[src/rtl/status_reg.sv]
// rtl/status_reg.sv - 6502-style processor status register P with interrupt request sequencing.
// Optional decimal flag storage is enabled by defining STATUS_DECIMAL_EN.

package status_reg_pkg;
  typedef logic [7:0] data_t;

  typedef enum logic [3:0] {
    AADD, ASUB, AAND, AOR, AEOR, AASL, ALSR, AROL, AROR, AINC, ADEC, APASS
  } alu_t;

  localparam logic [2:0] FOP_NONE = 3'd0;
  localparam logic [2:0] FOP_CLC  = 3'd1;
  localparam logic [2:0] FOP_SEC  = 3'd2;
  localparam logic [2:0] FOP_CLI  = 3'd3;
  localparam logic [2:0] FOP_SEI  = 3'd4;
  localparam logic [2:0] FOP_CLD  = 3'd5;
  localparam logic [2:0] FOP_SED  = 3'd6;
  localparam logic [2:0] FOP_CLV  = 3'd7;
endpackage

module status_reg
  import status_reg_pkg::*;
#(
  parameter data_t P_RESET  = 8'h24,
  parameter int    NMI_SYNC = 2
) (
  input  logic       clk,
  input  logic       rst_n,
  input  logic       alu_valid,
  input  alu_t       alu_func,
  input  data_t      alu_a,
  input  data_t      alu_b,
  input  data_t      alu_out,
  input  logic       alu_c,
  input  logic       upd_nz,
  input  logic       upd_c,
  input  logic       upd_v,
  input  logic [2:0] flag_op,
  input  logic       pull_valid,
  input  data_t      pull_data,
  input  logic       push_b,
  output data_t      p_out,
  output data_t      p_push,
  output logic       c_flag,
  input  logic       irq_n,
  input  logic       nmi_n,
  output logic       int_req,
  output logic       int_nmi,
  input  logic       int_ack,
  input  logic       int_done
);

  typedef enum logic [1:0] {ST_IDLE, ST_REQ, ST_SERVICE} state_t;

  logic r_n, r_v, r_i, r_z, r_c;
  logic w_n_nx, w_v_nx, w_i_nx, w_z_nx, w_c_nx;
  logic w_d;
`ifdef STATUS_DECIMAL_EN
  logic r_d, w_d_nx;
`endif

  logic [NMI_SYNC-1:0] r_irq_sync, r_nmi_sync;
  logic                r_nmi_last, r_nmi_pend, w_nmi_pend_nx;
  logic                w_irq_s, w_nmi_fall, w_irq_act, w_ack;
  state_t              r_state, w_state_nx;
  data_t               w_v_add, w_v_sub;
  logic                w_unused;

  assign w_unused = ^pull_data[5:4];

`ifdef STATUS_DECIMAL_EN
  assign w_d = r_d;
`else
  assign w_d = 1'b0;
`endif

  assign w_irq_s    = r_irq_sync[NMI_SYNC-1];
  assign w_nmi_fall = r_nmi_last & ~r_nmi_sync[NMI_SYNC-1];
  assign w_irq_act  = ~w_irq_s & ~r_i;
  assign w_ack      = int_ack && (r_state == ST_REQ);

  assign w_v_add = ~(alu_a ^ alu_b) & (alu_a ^ alu_out);
  assign w_v_sub =  (alu_a ^ alu_b) & (alu_a ^ alu_out);

  // Write priority: pull, then explicit flag op, then ALU; ack then forces I regardless.
  always_comb begin
    w_n_nx = r_n;
    w_v_nx = r_v;
    w_i_nx = r_i;
    w_z_nx = r_z;
    w_c_nx = r_c;
`ifdef STATUS_DECIMAL_EN
    w_d_nx = r_d;
`endif
    if (pull_valid) begin
      w_n_nx = pull_data[7];
      w_v_nx = pull_data[6];
      w_i_nx = pull_data[2];
      w_z_nx = pull_data[1];
      w_c_nx = pull_data[0];
`ifdef STATUS_DECIMAL_EN
      w_d_nx = pull_data[3];
`endif
    end else if (flag_op != FOP_NONE) begin
      case (flag_op)
        FOP_CLC: w_c_nx = 1'b0;
        FOP_SEC: w_c_nx = 1'b1;
        FOP_CLI: w_i_nx = 1'b0;
        FOP_SEI: w_i_nx = 1'b1;
`ifdef STATUS_DECIMAL_EN
        FOP_CLD: w_d_nx = 1'b0;
        FOP_SED: w_d_nx = 1'b1;
`endif
        FOP_CLV: w_v_nx = 1'b0;
        default: ;
      endcase
    end else if (alu_valid) begin
      if (upd_nz) begin
        w_n_nx = alu_out[7];
        w_z_nx = (alu_out == '0);
      end
      if (upd_c) w_c_nx = alu_c;
      if (upd_v) begin
        if (alu_func == AADD)      w_v_nx = w_v_add[7];
        else if (alu_func == ASUB) w_v_nx = w_v_sub[7];
      end
    end
    if (w_ack) w_i_nx = 1'b1;
  end

  // A fresh NMI edge in the clearing cycle keeps the pending bit set.
  always_comb begin
    w_nmi_pend_nx = r_nmi_pend;
    if (w_nmi_fall)  w_nmi_pend_nx = 1'b1;
    else if (w_ack)  w_nmi_pend_nx = 1'b0;
  end

  always_comb begin
    w_state_nx = r_state;
    case (r_state)
      ST_IDLE:    if (r_nmi_pend || w_irq_act) w_state_nx = ST_REQ;
      ST_REQ:     if (int_ack) w_state_nx = ST_SERVICE;
                  else if (!r_nmi_pend && !w_irq_act) w_state_nx = ST_IDLE;
      ST_SERVICE: if (int_done) w_state_nx = ST_IDLE;
      default:    w_state_nx = ST_IDLE;
    endcase
  end

  always_ff @(posedge clk or negedge rst_n) begin
    if (!rst_n) begin
      r_n        <= P_RESET[7];
      r_v        <= P_RESET[6];
      r_i        <= P_RESET[2];
      r_z        <= P_RESET[1];
      r_c        <= P_RESET[0];
      r_irq_sync <= '1;
      r_nmi_sync <= '1;
      r_nmi_last <= 1'b1;
      r_nmi_pend <= 1'b0;
      r_state    <= ST_IDLE;
    end else begin
      r_n        <= w_n_nx;
      r_v        <= w_v_nx;
      r_i        <= w_i_nx;
      r_z        <= w_z_nx;
      r_c        <= w_c_nx;
      r_irq_sync <= {r_irq_sync[NMI_SYNC-2:0], irq_n};
      r_nmi_sync <= {r_nmi_sync[NMI_SYNC-2:0], nmi_n};
      r_nmi_last <= r_nmi_sync[NMI_SYNC-1];
      r_nmi_pend <= w_nmi_pend_nx;
      r_state    <= w_state_nx;
    end
  end

`ifdef STATUS_DECIMAL_EN
  always_ff @(posedge clk or negedge rst_n) begin
    if (!rst_n) r_d <= P_RESET[3];
    else        r_d <= w_d_nx;
  end
`endif

  assign p_out   = {r_n, r_v, 1'b1, 1'b0, w_d, r_i, r_z, r_c};
  assign p_push  = {p_out[7:5], push_b, p_out[3:0]};
  assign c_flag  = r_c;
  assign int_req = (r_state == ST_REQ);
  assign int_nmi = r_nmi_pend;

endmodule
[config.mk]
export PLATFORM = sky130hd
export DESIGN_NAME = status_reg
export DESIGN_NICKNAME = d
export VERILOG_FILES = /design/src/rtl/status_reg.sv
export SDC_FILE = /design/constraint.sdc
export NUM_CORES = 1
export LEC_CHECK = 0
export BUFFER_PORTS_ARGS = -buffer_cell sky130_fd_sc_hd__buf_2
export CORE_ASPECT_RATIO = 0.9
export CORE_MARGIN = 1.5
export CORE_UTILIZATION = 25
export DETAILED_ROUTE_END_ITERATION = 12
export HOLD_SLACK_MARGIN = 0.03
export PLACE_DENSITY = 0.66
export SLEW_MARGIN = 20
export SYNTH_ARGS = -nofsm -noshare
export SYNTH_HDL_FRONTEND = slang
export SYNTH_SLANG_ARGS = --single-unit
[constraint.sdc]
create_clock -name clk -period 1.2 [get_ports clk]
set_clock_uncertainty 0.1 [all_clocks]
set_input_delay 0.06 -clock clk [delete_from_list [all_inputs] [get_ports clk]]
set_output_delay 0.06 -clock clk [all_outputs]
set_load 0.05 [all_outputs]
# Word level (Yosys, flattened, before mapping)

Cells that the tools add are included.

Bits in registers: 13
Latch bits: 0
Bits in writable memories: 0
ROM bits: 0
Bits of input ports: 52
Output and inout port bits: 19
Word-level logic and storage cells: 88
Memories kept: 0

Add/subtract/negate cells: 0
$mul: 0
Divide/modulo/power cells: 0
Order comparisons: 0
Equal/unequal tests: 14
Shifts and indexed selects: 0
Mux-type cells: 31
Bitwise gates (word level): 10
Reductions and logical operators: 23

Operators by type and width:

| operator                                                         | count |
|---|---|
| 1-bit 2-to-1 mux                                                 | 24 |
| 8-bit AND                                                        | 2 |
| 8-bit bitwise XOR                                                | 2 |
| 3-bit nonzero test                                               | 5 |
| 3-bit AND reduction                                              | 3 |
| 8-bit zero test                                                  | 1 |
| 2-bit 2-to-1 mux                                                 | 4 |
| 8-bit inverter                                                   | 1 |
| 4-bit nonzero test                                               | 2 |
| 3-bit by 2-bit == test with 1-bit output (second input constant) | 2 |
| 3-bit == test (second input constant)                            | 2 |
| 2-bit != test (second input constant)                            | 3 |
| 2-bit case mux with 3 select lines                               | 1 |
| 2-bit nonzero test                                               | 3 |
| 4-bit by 1-bit == test with 1-bit output (second input constant) | 1 |
| 4-bit zero test                                                  | 1 |
| 4-bit by 2-bit != test with 1-bit output (second input constant) | 1 |
| 1-bit case mux with 2 select lines                               | 2 |
| 4-bit AND reduction                                              | 1 |
| 3-bit by 1-bit == test with 1-bit output (second input constant) | 1 |
| 3-bit by 1-bit != test with 1-bit output (second input constant) | 1 |
| 3-bit by 2-bit != test with 1-bit output (second input constant) | 1 |
| 1-bit inverter                                                   | 3 |
| 1-bit AND                                                        | 2 |
| 7 further kinds                                                  | 9 |

# Depth between registers and ports, before layout

Gate-level depths: netlist of run 1.

Depth after elaboration: 8
Depth in mapped cells: 4
Gate-level depth less buffers: 4

# Worst setup path after synthesis of run 1

OpenSTA, ideal clock, no wires.

Kind: flip-flop to flip-flop
Start: reg r_state[1]
End: reg r_nmi_pend, in the netlist int_nmi
Data arrival time: 1.446 ns
Required time: 0.973 ns
Setup slack: -0.473 ns
Cell stages (with the launch flop): 5
Buffers on the path: 0
Clock period less this slack: 1.673 ns
Cells stage by stage: dfrtp_1 -> nor2b_1 -> nand2_1 -> nand2_1 -> o21ai_0

Cells in the longest elaborated chain, start to end: 3

RTL lines:

| element                                  | RTL line | text |
|---|---|---|
| start: declaration                       | 65       | `state_t r_state, w_state_nx;` |
| start signal: assignment                 | 171      | `r_state <= w_state_nx;` |
| 2-bit by 1-bit == test with 1-bit output | --       |  |
| named net int_req                        | 47       | `output logic int_req,` |
| 1-bit logical AND                        | 80       | `assign w_ack = int_ack && (r_state == ST_REQ);` |
| 2-bit nonzero test (no source line)      | --       |  |
| end signal: assignment                   | 170      | `r_nmi_pend <= w_nmi_pend_nx;` |
| end: declaration                         | 63       | `logic r_nmi_last, r_nmi_pend, w_nmi_pend_nx;` |

The timed path passes the listed nets, and every way through them passes these cells.
A chain may end at the register's enable or synchronous reset.

# Worst setup path in the final report of run 1

Start: reg r_i
End: out p_push[2]

RTL lines:

| element                  | RTL line | text |
|---|---|---|
| start: declaration       | 55       | `logic r_n, r_v, r_i, r_z, r_c;` |
| start signal: assignment | 153      | `r_i <= P_RESET[2];` |
| start signal: assignment | 164      | `r_i <= w_i_nx;` |
| end: declaration         | 43       | `output data_t p_push,` |

No word-level cell between the ends.

==> impl_metrics.toml, run 1 <==
[outcome]
status = "completed"

[worst_setup_path]
crit_start = "r_i$_DFFE_PN1P_"
cp_num_cells = 1
cp.required_ps = 1040
max_stage_delay_ps = 590
end_kind = "output pin"
startpoint_type = "flop"
crit_end = "p_push[2]"
r2r-end = "r_i$_DFFE_PN1P_"
critPathMaxFanout = 5
slowest_stage = "dfstp_2"
r2r.worst_path.cells = 3
path_class = "reg -> out"
reg2reg_setup_slack_ps = 80
crit_chain = "buf_6"
arrival_ps = 1030
reg2reg_from = "r_i$_DFFE_PN1P_"
path_buf_inv = 1
cp_top_family = "flip-flops"

[routing]
totalWireLength_um = 1670
drt_iter0_markers = 6
vias = 680
drcViolationCount = 0
first_pass_iters = 4
ant_nets = 0
wire_per_inst_um = 10.1
vias_per_cell = 4.10

[yosys]
yosys-top-cells-area = "dfrtp_1 (23%), dfstp_2 (21%), buf_4 (16%)"
synth_top_cell_by_area = "dfrtp_1"
yosysUniqueCellTypes = 31
synth_edf_count = 0
syn-instance-count = 75
ys_seq_area_share_pct = 44.3
ys_seq_elements = 13
synth_top_area_share_pct = 23.3
synthArstFlopShare_pct = 100
syn_area_um2 = 752
synth_ff_type = "dfrtp_1"
ys_warn_count = 0
avgSynthCellArea_um2 = 10.0

[global_routing]
grtUsageTotal_pct = 11.9
grt_max_degree = 14
antenna_found_initial = 0
overflow = 0
grt_pass1_vias = 706
grt_first_pass_wirelength_um = 2850

[finish]
drive_gt1_share_pct = 50.0
num-nets-final = 179
area_growth_pct = 48.4
antenna_cells = 0
fin_area_mm2 = 0.00112

[clocking]
cts_tree = "yes"
clockBufferDepth = 2
clk_latency_ps = 270
cts-root-buf = "clkbuf_4"
cts_buffers = 3
cts_sinks = 13
clk_pin_slew_ps = 70
cts-htree-levels = 1

[placed_design]
dp_hpwl_um = 1350
dpl-instance-area_um2 = 936
port-buffer-count = 46
post-place-ws_ps = -43.1
place.gp.congestion = 0.717

[die]
chipWidth_um = 60.8
die_y_um = 55.0
rows = 18
start_util_pct = 26.9
die_area_mm2 = 0.00335
core-area_mm2 = 0.00279
pin_count = 71

[timing]
maxSlewViolCount = 0
rsz0062_at_grt = "true"
post-route-period-util_pct = 99.1
fin_setup_tns_ps = 0
hold_viol = 0
min_period_ps = 1190
setup_viol = 0
setup_ws_ps = 10.3
fmax_mhz = 841

[power_and_ir_drop]
powerDensity_mw_per_mm2 = 1510
cellLeakagePower_nw = 0.544
irDropWorstVdd_mv = 0.748
total_power_w = 0.00168

[flow_run]
cap_viol_max_count = 0

[hold_path]
hold_class = "in -> reg"
==> kinds of logic after synthesis <==
kind of cell | Yosys count | synth area share (%)
AND/OR/NAND/NOR | 21 | 15.8
AO/OA/AOI/OAI | 14 | 12.3
other | 2 | 0.999
multiplexers | 4 | 6.16
flip-flops | 13 | 44.3
XOR/XNOR | 3 | 3.49
buffers and inverters | 18 | 17.0
==> cell usage after synthesis, types with 2 or more instances <==
cell      n
buf_4    16
dfrtp_1   7
nand2_1   7
dfstp_2   6
nor2_1    4
o21ai_0   3
a31oi_1   2
conb_1    2
mux2i_1   2
nor2b_1   2
o31ai_1   2
or4_1     2
xnor2_1   2
==> registers in the layout, summed over array words and instances (netlist names) <==
name and flops:
r_v 1, r_irq_sync 2, int_nmi 1, r_state 2, r_z 1, r_nmi_last 1
r_i 1, r_n 1, c_flag 1, r_nmi_sync 2
==> worst min-delay path by stage <==
stage               startpoint            endpoint  slack (ps)  cells after the start
finish              pull_valid  c_flag$_DFFE_PN0P_          30                      2
detailed placement       rst_n     r_z$_DFFE_PN0P_        -140                      1
floorplan                rst_n  c_flag$_DFFE_PN0P_        -340                      0
CTS                 pull_valid  c_flag$_DFFE_PN0P_          40                      2
global placement         rst_n     r_z$_DFFE_PN0P_        -140                      1
global route        pull_valid  c_flag$_DFFE_PN0P_          40                      2
==> per-layer routing <==
| layer | track usage, % | vias to the layer above | part of all wire [%] | routed length, µm |
|---|---|---|---|---|
| met1 | 12.0 | 310 | 40 | 668 |
| met5 | 0 | - | 0 | 0 |
| met2 | 23.1 | 23 | 55 | 915 |
| li1 | - | 347 | - | - |
| met4 | 2.54 | 0 | 0 | 0 |
| met3 | 4.88 | 0 | 5.4 | 90 |
==> layout by cell type (no fill, tap or decap), types with 2 or more instances in the layout <==
| cell | Yosys | routed |
|---|---|---|
| buf_2 | 0 | 43 |
| dlygate4sd3_1 | 0 | 12 |
| nand2_1 | 7 | 7 |
| dfrtp_1 | 7 | 6 |
| dfstp_2 | 6 | 6 |
| conb_1 | 2 | 5 |
| nor2_1 | 4 | 4 |
| o21ai_0 | 3 | 3 |
| clkbuf_4 | 0 | 3 |
| buf_6 | 0 | 3 |
| buf_4 | 16 | 3 |
| xnor2_1 | 2 | 2 |
| a31oi_1 | 2 | 2 |
| or4_1 | 2 | 2 |
| mux2i_1 | 2 | 2 |
| o31ai_1 | 2 | 2 |
==> report_power, final <==
part           total [W]  switching (W)  internal (W)  leakage (nW)
registers       0.000597      0.0000646      0.000533         0.147
logic           0.000827       0.000515      0.000312         0.382
clock network   0.000256       0.000127      0.000129        0.0150
==> area by class of cell <==
| class | instances | area, µm² |
|---|---|---|
| sequential | 13 | 334 |
| multi-input combinational | 47 | 310 |
| fill | 301 | 1680 |
| timing repair buffer | 61 | 392 |
| inverter | 1 | 3.75 |
| tap | 40 | 50.0 |
| clock buffer | 4 | 26.3 |
==> what timing repair did <==
item / CTS / global route
hold endpoints to repair: 22 / 0
setup buffers: 0 / 2
setup endpoints to repair: 3 / 3
resized for setup: 3 / 3
hold buffers: 12 / 0
==> stage by stage <==
stage,std cells,hold slack [ps],util [%]
finish,166,30.3,40.0
global route,166,42.8,40.0
CTS,164,35.4,39.0
detailed placement,148,-138,33.5
global placement,148,-142,33.5
floorplan,78,-336,-
Power figures use the tool's default switching activity.
==> inputs of run 2 (changes only) <==
--- a/config.mk
+++ b/config.mk
@@ -7,7 +7,6 @@
 export LEC_CHECK = 0
 export BUFFER_PORTS_ARGS = -buffer_cell sky130_fd_sc_hd__buf_2
 export CORE_ASPECT_RATIO = 0.9
-export CORE_MARGIN = 1.5
 export CORE_UTILIZATION = 25
 export DETAILED_ROUTE_END_ITERATION = 12
 export HOLD_SLACK_MARGIN = 0.03
==> constraint.sdc (replaced) <==
create_clock -name clk -period 1.11 [get_ports clk]
set_clock_uncertainty 0.1 [all_clocks]
set_input_delay 0.0555 -clock clk [delete_from_list [all_inputs] [get_ports clk]]
set_output_delay 0.0555 -clock clk [all_outputs]
set_load 0.01 [all_outputs]
==> run 2 against run 1 <==
Compared with the run above:
- the run now ends with setup timing left
- register-to-register slack got worse by 90 ps
- die area fell by 3.4%
- design area rose by 1.8%
- critical endpoint is now p_out[2]
==> impl_metrics.toml, run 2 (same netlist as run 1, synthesis figures left out) <==
[clocking]
cts_sinks = 13
clk_latency_ps = 270
cts-htree-levels = 1
clk_pin_slew_ps = 80
cts_buffers = 3
cts_tree = "yes"
clockBufferDepth = 2
cts-root-buf = "clkbuf_4"

[worst_setup_path]
max_stage_delay_ps = 590
slowest_stage = "dfstp_2"
critPathMaxFanout = 5
crit_chain = "buf_6"
cp.required_ps = 950
path_class = "reg -> out"
startpoint_type = "flop"
cp_top_family = "flip-flops"
end_kind = "output pin"
arrival_ps = 980
path_buf_inv = 1

[timing]
maxSlewViolCount = 0
setup_ws_ps = -23.6
post-route-period-util_pct = 102
min_period_ps = 1130
hold_viol = 0
rsz0062_at_grt = "true"
timing.hold.ws_ps = 46.7
setup_viol = 3
fmax_mhz = 882

[finish]
layout_common_cells = "buf_2 (43), dlygate4sd3_1 (12), nand2_1 (7), dfrtp_1 (7), dfstp_2 (6)"
drive_gt1_share_pct = 49.6
reg_top3 = "r_irq_sync x2, r_nmi_sync x2, r_state x2"
fin_area_mm2 = 0.00114
area_growth_pct = 51.1
antenna_cells = 0
num-nets-final = 180
mostFrequentLayoutCell = "buf_2"

[flow_run]
cap_viol_max_count = 0

[placed_design]
place.gp.congestion = 0.729
dp_hpwl_um = 1310
port-buffer-count = 46
dpl-instance-area_um2 = 927

[routing]
ant_nets = 0
drcViolationCount = 0
totalWireLength_um = 1930
drt_iter0_markers = 12
wire_per_inst_um = 11.5
vias_per_cell = 4.29
vias = 717
first_pass_iters = 4

[die]
pin_count = 71
die_area_mm2 = 0.00323
start_util_pct = 26.9
core-area_mm2 = 0.00279
rows = 18
chipWidth_um = 59.8
die_y_um = 54.0

[hold_path]
hold_class = "in -> reg"

[global_routing]
grt_first_pass_wirelength_um = 3010
antenna_found_initial = 0
overflow = 0
grt_max_degree = 14
grt_pass1_vias = 701
grtUsageTotal_pct = 12.7

[power_and_ir_drop]
total_power_w = 0.00151
cellLeakagePower_nw = 0.563
irDropWorstVdd_mv = 0.462
powerDensity_mw_per_mm2 = 1330

[outcome]
status = "finished, violations left"
violations = "setup timing"
-- run 2: per-stage QoR --
stage	cells	worst slack (ps)	TNS, ps	utilization, %
floorplan	78	30.3	0	-
CTS	167	-30.4	-62.8	39.8
global route	167	-48.4	-192	40.7
global placement	148	-101	-118	33.2
detailed placement	148	-129	-170	33.2
finish	167	-23.6	-54.9	40.7
-- run 2: where the power goes --
group          internal, W  total [W]  leakage [nW]  switching [W]
Clock             0.000139   0.000289        0.0150       0.000150
Combinational     0.000329   0.000567         0.400       0.000238
Sequential        0.000575   0.000653         0.148      0.0000775
-- run 2: metal layers --
layer	global-route usage (%)	wire [µm]	up-vias
met5	0	0	-
met4	4.65	17	0
met3	1.44	71	4
met2	24.1	1040	33
met1	14.5	797	336
li1	-	-	344
-- run 2: worst register-to-register path, stage by stage, from the launching register on --
cell,delay [ps]
dfstp_2,590
o21bai_1,120
a22oi_1,80
o211ai_1,160
-- run 2: area by class of cell --
| cell class | count | area [µm²] |
|---|---|---|
| Multi-Input combinational cell | 47 | 319 |
| Inverter | 1 | 3.75 |
| Tap cell | 40 | 50.0 |
| Sequential cell | 13 | 333 |
| Fill cell | 295 | 1660 |
| Clock buffer | 4 | 26.3 |
| Timing Repair Buffer | 62 | 404 |
-- run 2: worst paths after layout --
check / from / depth (start not counted) / slack (ps) / endpoint
setup / recovery: r_i$_DFFE_PN1P_ / 1 / -20 / p_out[2]
hold reg to reg: r_irq_sync[0]$_DFF_PN1_ / 0 / 260 / r_irq_sync[1]$_DFF_PN1_
setup reg to reg: r_i$_DFFE_PN1P_ / 3 / -10 / r_i$_DFFE_PN1P_
max in group asynchronous: rst_n / 2 / 510 / r_nmi_sync[1]$_DFF_PN1_
min in group asynchronous: rst_n / 2 / 110 / r_z$_DFFE_PN0P_
hold / removal: alu_out[7] / 3 / 50 / r_n$_DFFE_PN0P_
-- run 2: what timing repair did --
| action | CTS | global route |
|---|---|---|
| setup buffers | 2 | 0 |
| resized for setup | 2 | 6 |
| setup endpoints to repair | 3 | 7 |
| hold buffers | 13 | 0 |
| hold endpoints to repair | 23 | 0 |
==> inputs of run 3 (changes only) <==
--- a/config.mk
+++ b/config.mk
@@ -11,6 +11,7 @@
 export DETAILED_ROUTE_END_ITERATION = 12
 export HOLD_SLACK_MARGIN = 0.03
 export PLACE_DENSITY = 0.66
+export SKIP_LAST_GASP = 1
 export SLEW_MARGIN = 20
 export SYNTH_ARGS = -nofsm -noshare
 export SYNTH_HDL_FRONTEND = slang
==> run 3 against run 2 <==
Compared with the run above:
- cell count unchanged
- routed wire length down 0.16%
- the flow still finishes with violations (setup timing)
- clock power about the same
- sequential share of layout area up 0.29 points
- non-clock buffer count unchanged
==> impl_metrics.toml, run 3 (same netlist as run 1, synthesis figures left out) <==
[outcome]
status = "finished, violations left"
violations = "setup timing"

[power_and_ir_drop]
powerDensity_mw_per_mm2 = 1300
irDropWorstVdd_mv = 0.462
cellLeakagePower_nw = 0.558
total_power_w = 0.00146

[die]
chipWidth_um = 59.8
rows = 18
die_area_mm2 = 0.00323
start_util_pct = 26.9
core-area_mm2 = 0.00279
die_y_um = 54.0
pin_count = 71

[timing]
rsz0062_at_grt = "true"
min_period_ps = 1130
fin_setup_tns_ps = -49.6
hold_viol = 0
post-route-period-util_pct = 102
setup_ws_ps = -21.9
maxSlewViolCount = 0
setup_viol = 3
fmax_mhz = 883

[worst_setup_path]
crit_start = "r_i$_DFFE_PN1P_"
path_buf_inv = 1
path_class = "reg -> out"
startpoint_type = "flop"
max_stage_delay_ps = 590
reg2reg_from = "r_i$_DFFE_PN1P_"
arrival_ps = 980
critPathMaxFanout = 5
slowest_stage = "dfstp_2"
crit_chain = "buf_6"
reg2reg_setup_slack_ps = -10
end_kind = "output pin"
cp.required_ps = 950
cp_top_family = "flip-flops"

[finish]
mostFrequentLayoutCell = "buf_2"
antenna_cells = 0
reg_top3 = "r_irq_sync x2, r_nmi_sync x2, r_state x2"
utilization_pct = 40.3
area_growth_pct = 49.6
layout_common_cells = "buf_2 (44), dlygate4sd3_1 (12), nand2_1 (7), dfrtp_1 (7), dfstp_2 (6)"
layout.cells.non_filler = 167
num-nets-final = 180
drive_gt1_share_pct = 49.6

[clocking]
clockBufferDepth = 2
clk_pin_slew_ps = 80
cts_buffers = 3
cts_sinks = 13
cts-htree-levels = 1
cts-root-buf = "clkbuf_4"
clk_latency_ps = 270
cts_tree = "yes"

[global_routing]
antenna_found_initial = 0
grt_first_pass_wirelength_um = 3010
overflow = 0
grt_max_degree = 14
grt_pass1_vias = 701
grtUsageTotal_pct = 12.7

[placed_design]
place.gp.congestion = 0.729
dp_hpwl_um = 1310
placedCellCount = 148
port-buffer-count = 46

[hold_path]
hold_class = "in -> reg"
worstHoldStart = "alu_out[7]"

[routing]
drcViolationCount = 0
vias_per_cell = 4.31
ant_nets = 0
vias = 720
totalWireLength_um = 1930
drt_iter0_markers = 10
wire_per_inst_um = 11.5
first_pass_iters = 4

[flow_run]
cap_viol_max_count = 0
==> run 3: metal layers <==
layer / global-route usage, % / wire length [µm] / share of wire (%)
met2: 24.1 / 1040 / 54
met4: 4.65 / 17 / 0.88
met3: 1.44 / 71 / 3.7
met5: 0 / 0 / 0
met1: 14.5 / 799 / 42
==> run 3: final cells by class <==
| type | count | area, µm² |
|---|---|---|
| fill | 295 | 1670 |
| timing repair buffer | 62 | 398 |
| sequential | 13 | 333 |
| multi-input combinational | 47 | 314 |
| tap | 40 | 50.0 |
| clock buffer | 4 | 26.3 |
| inverter | 1 | 3.75 |
==> run 3: timing repair <==
| action | CTS | global route |
|---|---|---|
| hold buffers | 13 | 0 |
| endpoints found under the setup margin | 3 | 7 |
| setup buffers | 2 | 0 |
| resized for setup | 2 | 4 |
| endpoints found under the hold margin | 23 | 0 |
==> run 3: worst paths after layout <==
kind	depth (start not counted)	to
setup / recovery	1	p_out[2]
hold / removal	3	r_n$_DFFE_PN0P_
setup reg to reg	3	r_i$_DFFE_PN1P_
hold reg to reg	0	r_irq_sync[1]$_DFF_PN1_
max in group asynchronous	2	r_nmi_sync[1]$_DFF_PN1_
min in group asynchronous	2	r_z$_DFFE_PN0P_
==> run 3: through the flow <==
step	area (µm²)	worst slack [ps]	hold WS (ps)
after floorplan	763	30.3	-340
after global placement	927	-101	-150
after detailed placement	927	-129	-141
after CTS	1110	-30.4	47.0
after global routing	1120	-48.4	99.6
final	1120	-21.9	46.6
==> run 3: power breakdown <==
group | switching (W) | leakage, nW | total, W | internal (W)
sequential | 0.0000701 | 0.148 | 0.000645 | 0.000575
clock | 0.000150 | 0.0150 | 0.000289 | 0.000139
combinational | 0.000234 | 0.395 | 0.000524 | 0.000290
